===== src/rtl/spi_slave.sv =====
// SPI mode-0 slave with synchronized SCLK/CS/MOSI, byte-wise tx holding register and rx output.
// Optional overrun detection (rx_overrun / rx_ack) is compiled in with SPI_SLAVE_OVERRUN_EN.
module spi_slave (
   input  logic       clk,
   input  logic       rst,
   input  logic       SCLK,
   input  logic       CS,
   input  logic       MOSI,
   output logic       MISO,
   input  logic [7:0] tx_data,
   input  logic       tx_load,
   output logic       tx_pending,
   output logic [7:0] rx_data,
   output logic       rx_valid,
   output logic       busy
`ifdef SPI_SLAVE_OVERRUN_EN
   ,
   input  logic       rx_ack,
   output logic       rx_overrun
`endif
);

   typedef enum logic {IDLE, ACTIVE} state_t;

   state_t     state_q, state_d;
   logic       cs_meta, cs_sync, cs_dly;
   logic       sclk_meta, sclk_sync, sclk_dly;
   logic       mosi_meta, mosi_sync;
   logic [1:0] flush_q;
   logic       armed;
   logic [7:0] hold_reg, tx_shift, rx_shift, load_byte;
   logic [2:0] bit_cnt, next_cnt;
   logic       cs_fall, cs_rise, sclk_rise, sclk_fall;
   logic       do_load, do_capture, do_shift, do_byte_done, do_abort;

   always_ff @(posedge clk or posedge rst) begin
      if (rst) begin
         cs_meta   <= 1'b1;
         cs_sync   <= 1'b1;
         cs_dly    <= 1'b1;
         sclk_meta <= 1'b0;
         sclk_sync <= 1'b0;
         sclk_dly  <= 1'b0;
         mosi_meta <= 1'b0;
         mosi_sync <= 1'b0;
         flush_q   <= 2'b00;
         armed     <= 1'b0;
      end else begin
         cs_meta   <= CS;
         cs_sync   <= cs_meta;
         cs_dly    <= cs_sync;
         sclk_meta <= SCLK;
         sclk_sync <= sclk_meta;
         sclk_dly  <= sclk_sync;
         mosi_meta <= MOSI;
         mosi_sync <= mosi_meta;
         flush_q   <= {flush_q[0], 1'b1};
         // A CS already low when reset releases must not look like a new falling edge.
         armed     <= armed | (flush_q[1] & cs_sync);
      end
   end

   assign cs_fall   = armed & cs_dly & ~cs_sync;
   assign cs_rise   = ~cs_dly & cs_sync;
   assign sclk_rise = sclk_sync & ~sclk_dly;
   assign sclk_fall = ~sclk_sync & sclk_dly;
   assign load_byte = tx_pending ? hold_reg : 8'h00;
   assign next_cnt  = bit_cnt - 3'd1;
   assign busy      = (state_q == ACTIVE);

   always_ff @(posedge clk or posedge rst) begin
      if (rst) state_q <= IDLE;
      else     state_q <= state_d;
   end

   always_comb begin
      state_d      = state_q;
      do_load      = 1'b0;
      do_capture   = 1'b0;
      do_shift     = 1'b0;
      do_byte_done = 1'b0;
      do_abort     = 1'b0;
      case (state_q)
         IDLE: begin
            if (cs_fall) begin
               state_d = ACTIVE;
               do_load = 1'b1;
            end
         end
         ACTIVE: begin
            if (cs_rise) begin
               state_d  = IDLE;
               do_abort = 1'b1;
            end else begin
               do_capture = sclk_rise;
               if (sclk_fall) begin
                  if (bit_cnt == 3'd0) begin
                     do_byte_done = 1'b1;
                     do_load      = 1'b1;
                  end else begin
                     do_shift = 1'b1;
                  end
               end
            end
         end
         default: state_d = IDLE;
      endcase
   end

   always_ff @(posedge clk or posedge rst) begin
      if (rst) begin
         hold_reg   <= 8'h00;
         tx_pending <= 1'b0;
         tx_shift   <= 8'h00;
         rx_shift   <= 8'h00;
         rx_data    <= 8'h00;
         rx_valid   <= 1'b0;
         bit_cnt    <= 3'd7;
         MISO       <= 1'b0;
      end else begin
         rx_valid <= 1'b0;
         if (do_load) begin
            tx_shift   <= load_byte;
            MISO       <= load_byte[7];
            tx_pending <= 1'b0;
            bit_cnt    <= 3'd7;
         end
         // A coincident write lands after the load, so it stays pending for the next byte.
         if (tx_load) begin
            hold_reg   <= tx_data;
            tx_pending <= 1'b1;
         end
         if (do_capture) rx_shift[bit_cnt] <= mosi_sync;
         if (do_shift) begin
            bit_cnt <= next_cnt;
            MISO    <= tx_shift[next_cnt];
         end
         if (do_byte_done) begin
            rx_data  <= rx_shift;
            rx_valid <= 1'b1;
         end
         if (do_abort) begin
            bit_cnt <= 3'd7;
            MISO    <= 1'b0;
         end
      end
   end

`ifdef SPI_SLAVE_OVERRUN_EN
   logic rx_unread;

   always_ff @(posedge clk or posedge rst) begin
      if (rst) begin
         rx_unread  <= 1'b0;
         rx_overrun <= 1'b0;
      end else begin
         if (rx_ack) begin
            rx_unread  <= 1'b0;
            rx_overrun <= 1'b0;
         end
         if (rx_valid) begin
            rx_unread <= 1'b1;
            if (rx_unread && !rx_ack) rx_overrun <= 1'b1;
         end
      end
   end
`endif

endmodule


===== config.mk =====
export PLATFORM = sky130hd
export DESIGN_NAME = spi_slave
export DESIGN_NICKNAME = d
export VERILOG_FILES = /design/src/rtl/spi_slave.sv
export SDC_FILE = /design/constraint.sdc
export NUM_CORES = 1
export LEC_CHECK = 0
export CORE_MARGIN = 2
export CORE_UTILIZATION = 40
export CTS_CLUSTER_DIAMETER = 50
export DETAILED_ROUTE_END_ITERATION = 6
export SLEW_MARGIN = 25
export SYNTH_ARGS = -nofsm -noshare
export SYNTH_HDL_FRONTEND = slang
export SYNTH_SLANG_ARGS = --single-unit

===== constraint.sdc =====
create_clock -name clk -period 2.3 [get_ports clk]
set_input_delay 0.23 -clock clk [delete_from_list [all_inputs] [get_ports clk]]
set_output_delay 0.23 -clock clk [all_outputs]
set_load 0.01 [all_outputs]

# Word-level counts from Yosys, hierarchy flattened
# Index checks and enable logic that the tools add are counted.
# op_classes
n_bitwise,12
mux,31
n_lt_le_gt_ge,3
n_reduce_logical,4
n_addsub,1
# ops
op,n
$mux 1,22
$mux 3,3
$bwmux 8,1
$lt 3x4->1 const B,2
$mux 8,1
$and 1x1->1,6
$not 1->1,5
$pmux 1 s2,2
$bmux 1 s3,1
$demux 1 s3,1
$ge 3x1->1 const B,1
$logic_not 3->1,1
$reduce_bool 3->1,1
$sub 3x1->3 const B,1
$reduce_bool 2->1,1
$logic_and 1x1->1,1
$or 1x1->1,1
# totals
regBits,50
elab_cells,70

# Logic depth before layout (Yosys ltp)
# Gate-level depths: netlist (run 1).
# logic_depth
word_depth,8
mapped_depth,7

# Worst setup path before layout (run 1)
# No wires, ideal clock.
# synth_path
kind,reg2reg
start,register bit_cnt[0]
end,register MISO
path_slack_ns,0.260
period_less_slack_ns,2.040
setup_ns,0.131
stages_incl_launch_ff,7
path_buffers,0
arrival_ns,1.908
cell_sequence,dfstp_2 inv_1 ha_1 mux4_2 nor4b_1 o31a_1 a211oi_2
# synth_between
elab_chain_cells,7
word_cells_on_any_way,15
# synth_lines
element,line,source
start: declaration,32,"logic [2:0] bit_cnt, next_cnt;"
start signal: assignment,135,bit_cnt <= next_cnt;
"parallel branches: the longest is 7 deep, another holds $sub 3x1->3",-,
end signal: assignment,124,MISO <= load_byte[7];
end signal: assignment,136,MISO <= tx_shift[next_cnt];
end: declaration,9,"output logic MISO,"
# Several ways; the timed one is not identified. The select of a mux whose other input is x is not followed.
# A chain may end at the register's enable or synchronous reset.

# Worst setup path after layout (run 1)
# Ends and elaborated chain as after synthesis.

==> results of run 1 <==
## routing by layer
metal | up-vias | share of wire (%)
met3 | 7 | 3.8
met5 | - | 0
li1 | 610 | -
met4 | 0 | 1.7
met2 | 32 | 50
met1 | 630 | 44
## metrics by stage
step | cells | hold WS [ns]
after floorplan | 158 | 0.234
after global placement | 249 | 0.333
after detailed placement | 249 | 0.339
after CTS | 257 | 0.327
after global routing | 257 | 0.340
final | 257 | 0.296
## path summary, 6_finish.rpt
path                              endpoint        from  cells after the start  slack [ns]
max in group asynchronous       bit_cnt[1]         rst                      3        1.40
worst max-delay path                  MISO  bit_cnt[0]                      6        0.12
worst min-delay path                  busy         rst                      2        0.30
worst min register to register  flush_q[1]  flush_q[0]                      0        0.36
worst max register to register        MISO  bit_cnt[0]                      6        0.12
min in group clk                   cs_meta          CS                      1        0.33
## cell families after synthesis
| family | after synthesis | share of synthesized area [%] |
|---|---|---|
| AND/OR/NAND/NOR | 47 | 11.4 |
| other | 1 | 0.183 |
| AO/OA/AOI/OAI | 23 | 8.29 |
| flip-flops | 50 | 61.3 |
| multiplexers | 26 | 15.5 |
| adder cells (fa/ha/maj) | 2 | 1.22 |
| buffers and inverters | 9 | 2.07 |
## where the power goes
| group | switching [mW] | internal [mW] |
|---|---|---|
| combinational | 0.132 | 0.162 |
| sequential | 0.0773 | 0.997 |
| clock | 0.274 | 0.243 |
## worst register-to-register path: stages (launching register included)
cell and delay [ns]:
dfstp_2 0.57, inv_1 0.10, ha_1 0.35, mux4_2 0.55
nor4b_2 0.25, o31a_1 0.19, a211oi_2 0.05
## cells in the final DEF (no fill, tap or decap), drive strengths merged, types with 3 or more instances in the layout
cell type      netlist  routed
a21o                 3       3
clkbuf               1       7
clkdlybuf4s50        0      25
dfrtp               44      44
dfstp                6       6
inv                  4       4
mux2                24      24
nand2               21      21
nor2                 7       7
nor3                 5       5
o21ai               10      10
## timing repair
action | in CTS | in global routing
gates resized for setup | 0 | 1
endpoints found under the setup margin | 0 | 1
hold buffers | 0 | 0
## area by class of cell
| class | count | area, um^2 |
|---|---|---|
| clock inverter | 1 | 5.00 |
| clock buffer | 7 | 86.3 |
| sequential | 50 | 1260 |
| fill | 455 | 2560 |
| tap | 70 | 87.6 |
| multi-input combinational | 99 | 758 |
| timing repair buffer | 26 | 270 |
| inverter | 4 | 15.0 |
==> results.cfg, run 1 <==
[logic_synthesis]
syn-num-nets = 174
ys_types = 38
synth_top_area_share_pct = 53.6
ys_seq_area_share_pct = 61.3
synth_common_cells = 44 x dfrtp_1, 24 x mux2_2, 20 x nand2_1, 9 x o21ai_0, 7 x nor2_1
synth_top_cell_by_area = dfrtp_1
ys_warn_count = 0
synth-edff-count = 0
syn_inst = 158
yosysMostFrequentCell = dfrtp_1
netlist_area_um2 = 2050
yosys-top-cells-area = dfrtp_1 54%, mux2_2 13%, dfstp_2 7.7%
syn_area_per_cell_um2 = 13.0
yosys_most_used_dff = dfrtp_1
async_flop_share_pct = 100
ys_seq_elements = 50

[min_path]
hp-class = in -> async

[timing]
setup_ws_ns = 0.116
setup_viol = 0
fin_crit_ns = 2.18
fin_crit_sh_pct = 95.0
fin_setup_tns_ns = 0
slew_headroom_pct = 62.9
drv_slew = 0
hold_violations = 0
clock.fmax_mhz = 458
rsz0062_at_grt = no
fin_skew_ns = 0.00497
tightest_slew_ns = 0.555

[cts]
clk_pin_slew_worst_paths_ns = 0.09
worstSkewPairLatency_ns = 0.30
cts_inserted_buffers = 5
clock-sinks = 50
htreeDepth = 2
postCtsSetupBuffers = 0
cts_tree = built
root_buffer = clkbuf_8
clk_path_buf_depth = 2

[final_layout]
layout-drive-gt1-share_pct = 24.6
syn_to_final_growth_pct = 20.8
antenna_cells = 0
post-route-util_pct = 49.2
nets = 202
design_area_um2 = 2480

[critical_path]
worstSetupEndpointType = register
max_stage_delay_ns = 0.57
path_delay_family = flip-flops
cp_max_fo = 5
crit_slowest_cell = dfstp_2
worstSetupPathType = reg -> reg
cp.arrival_ns = 2.37
critPathLaunchType = register
path_cells = inv_1 -> ha_1 -> mux4_2 -> nor4b_2 -> o31a_1 -> a211oi_2
cp_data_required_time_ns = 2.48
critPathBufInv = 1

[flow_run]
cap_violations = 0

[drt]
viasPerCell = 4.98
wirelength_mm = 3.53
wl_per_cell_um = 13.7
remaining_drc_errors = 0
num_vias = 1279
dr.pass1.iters = 4
first_iter_violations = 68
ant_nets = 0

[die]
fp.dieW_um = 75.6
die_h_um = 75.6
design.core.area_um2 = 5040
dieArea_um2 = 5720
rows = 26
pin_count = 26
initial_utilization_pct = 40.7

[grt]
grt_use_total_pct = 14.2
top_usage_layer = met2
grt_pass1_wl_mm = 5.91
grt_util_met2_pct = 24.8
grt_start_max_net_pins = 27
grt_use_met3_pct = 4.76
use_met1_pct = 16.3
antenna_found_initial = 0
grt_remaining_overflow = 0
grt_pass1_vias = 1284

[place]
preCtsSetupSlack_ns = 0.0729
hpwl_mm = 2.56
placed_area_um2 = 2380
portBuffers = 25
gp_congestion = 0.803

[pwr]
ir_worst_vdd_uv = 339
power_mw = 1.88
leakage_nw = 1.11
power_density_nw_per_um2 = 760

[run_status]
outcome = finished, final reports clean
(Power assumes the default switching activity.)
==> run 2, diff against run 1 <==
--- a/config.mk
+++ b/config.mk
@@ -7,9 +7,9 @@
 export LEC_CHECK = 0
 export CORE_MARGIN = 2
 export CORE_UTILIZATION = 40
-export CTS_CLUSTER_DIAMETER = 50
+export CTS_CLUSTER_DIAMETER = 100
 export DETAILED_ROUTE_END_ITERATION = 6
-export SLEW_MARGIN = 25
+export SLEW_MARGIN = 15
 export SYNTH_ARGS = -nofsm -noshare
 export SYNTH_HDL_FRONTEND = slang
 export SYNTH_SLANG_ARGS = --single-unit
==> results of run 2 <==
The final DEF is identical to that of run 1; final timing and power are the same.
==> edit, RTL diff (flow settings as in run 2) <==
The option `SPI_SLAVE_OVERRUN_EN` is turned on by a define.
--- a/src/rtl/spi_slave.sv
+++ b/src/rtl/spi_slave.sv
@@ -1,5 +1,7 @@
 // SPI mode-0 slave with synchronized SCLK/CS/MOSI, byte-wise tx holding register and rx output.
 // Optional overrun detection (rx_overrun / rx_ack) is compiled in with SPI_SLAVE_OVERRUN_EN.
+`define SPI_SLAVE_OVERRUN_EN
+
 module spi_slave (
    input  logic       clk,
    input  logic       rst,
Interface: changed (added rx_ack and rx_overrun); port bits go from 26 to 28. No check against the original RTL was run, so the function may have changed too.
==> edit against run 2 <==
Count of clock-buffer cells in the layout decreased by 2; critical path depth is 1 lower; setup slack improved by 0.21 ns; utilization increased by 0.92 points; synthesized cell count rose by 2.5%; clock power increased by 3%; worst hold slack got worse by 0.050 ns; synthesized area up 1.4%; wire length down 5.3%; sequential cell count is 2 higher; total power rose by 2.9%; final area rose by 2.5%; largest power group unchanged.
==> edit: results (changes against run 2) <==
routed wl met3 = 145 µm (was 135 µm)
port bufs = 27 (was 25)
DRT iter0 DRCs = 81 (was 68)
final-layout clock-cell area share = 3.74% (was 3.68%)
min cycle time layout = 1.97 ns (was 2.18 ns)
pin count of the biggest net entering global routing = 32 (was 27)
register-to-register setup slack = 0.33 ns (was 0.12 ns)
syn nets = 179 (was 174)
M1 wire length = 1440 µm (was 1570 µm)
fraction of area in multi-input gates = 28.8% (was 30.6%)
sequential cell area fraction in the yosys report = 62.9% (was 61.3%)
Via density = 4.87 (was 4.98)
commonest cells in the netlist = dfrtp_1, mux2_2, nand2_1, o21ai_0 (was dfrtp_1, mux2_2, nand2_1, o21ai_0, nor2_1)
Post-Route WL = 3340 µm (was 3530 µm)
outcome = finished clean (unchanged)
Worst Skew = 0.0106 ns (was 0.00497 ns)
Peak VDD IR = 0.427 mV (was 0.339 mV)
WL met2 = 1710 µm (was 1770 µm)
first-pass GRT wire length = 6030 µm (was 5910 µm)
met1 usage = 15.3% (was 16.3%)
share of cells above drive strength 1 = 23.7% (was 24.6%)
placed cell count = 256 (was 249)
Worst Path Max Fanout = 8 (was 5)
required time of the critical path = 2.50 ns (was 2.48 ns)
Crit Reg-Reg Startpoint = bit_cnt[1]$_DFFE_PP1P_ (was bit_cnt[0]$_DFFE_PP1P_)
Worst Max-Slew Pin Slew = 0.701 ns (was 0.555 ns)
Fillers = 492 (was 455)
met2 GRT Util = 22.6% (was 24.8%)
NonClk Buf Share = 11.7% (was 10.9%)
Reg area = 0.00131 mm² (was 0.00126 mm²)
vias in the first global route = 1307 (was 1284)
worst hold margin = 0.246 ns (was 0.296 ns)
[edit: critical path, cell delays in order, from the launching register on]
cell     delay [ns]
dfstp_2        0.61
inv_1          0.12
ha_1           0.36
mux4_2         0.51
nor3_1         0.19
nor4_1         0.07
[edit: logic make-up (layout without fill, tap and decap cells)]
family                     Yosys count  count (layout)  share of synthesized area, %
adders and majority gates            2               2                          1.20
and+or+nand+nor                     48              48                          11.9
muxes                               27              27                          15.6
other                                1               1                         0.180
AOI/OAI and AO/OA                   21              21                          6.25
buffers and inverters               11              43                          1.98
DFF                                 52              52                          62.9
[edit: through the flow]
step,area (µm²),total power [mW]
4_1_cts,2540,1.97
6_report,2540,1.94
2_1_floorplan,2080,1.32
3_5_place_dp,2450,1.44
3_3_place_gp,2450,1.41
5_1_grt,2540,2.06
[edit: power by group]
group / switching (mW) / internal, mW
clock: 0.310 / 0.222
combinational: 0.120 / 0.167
sequential: 0.0829 / 1.04
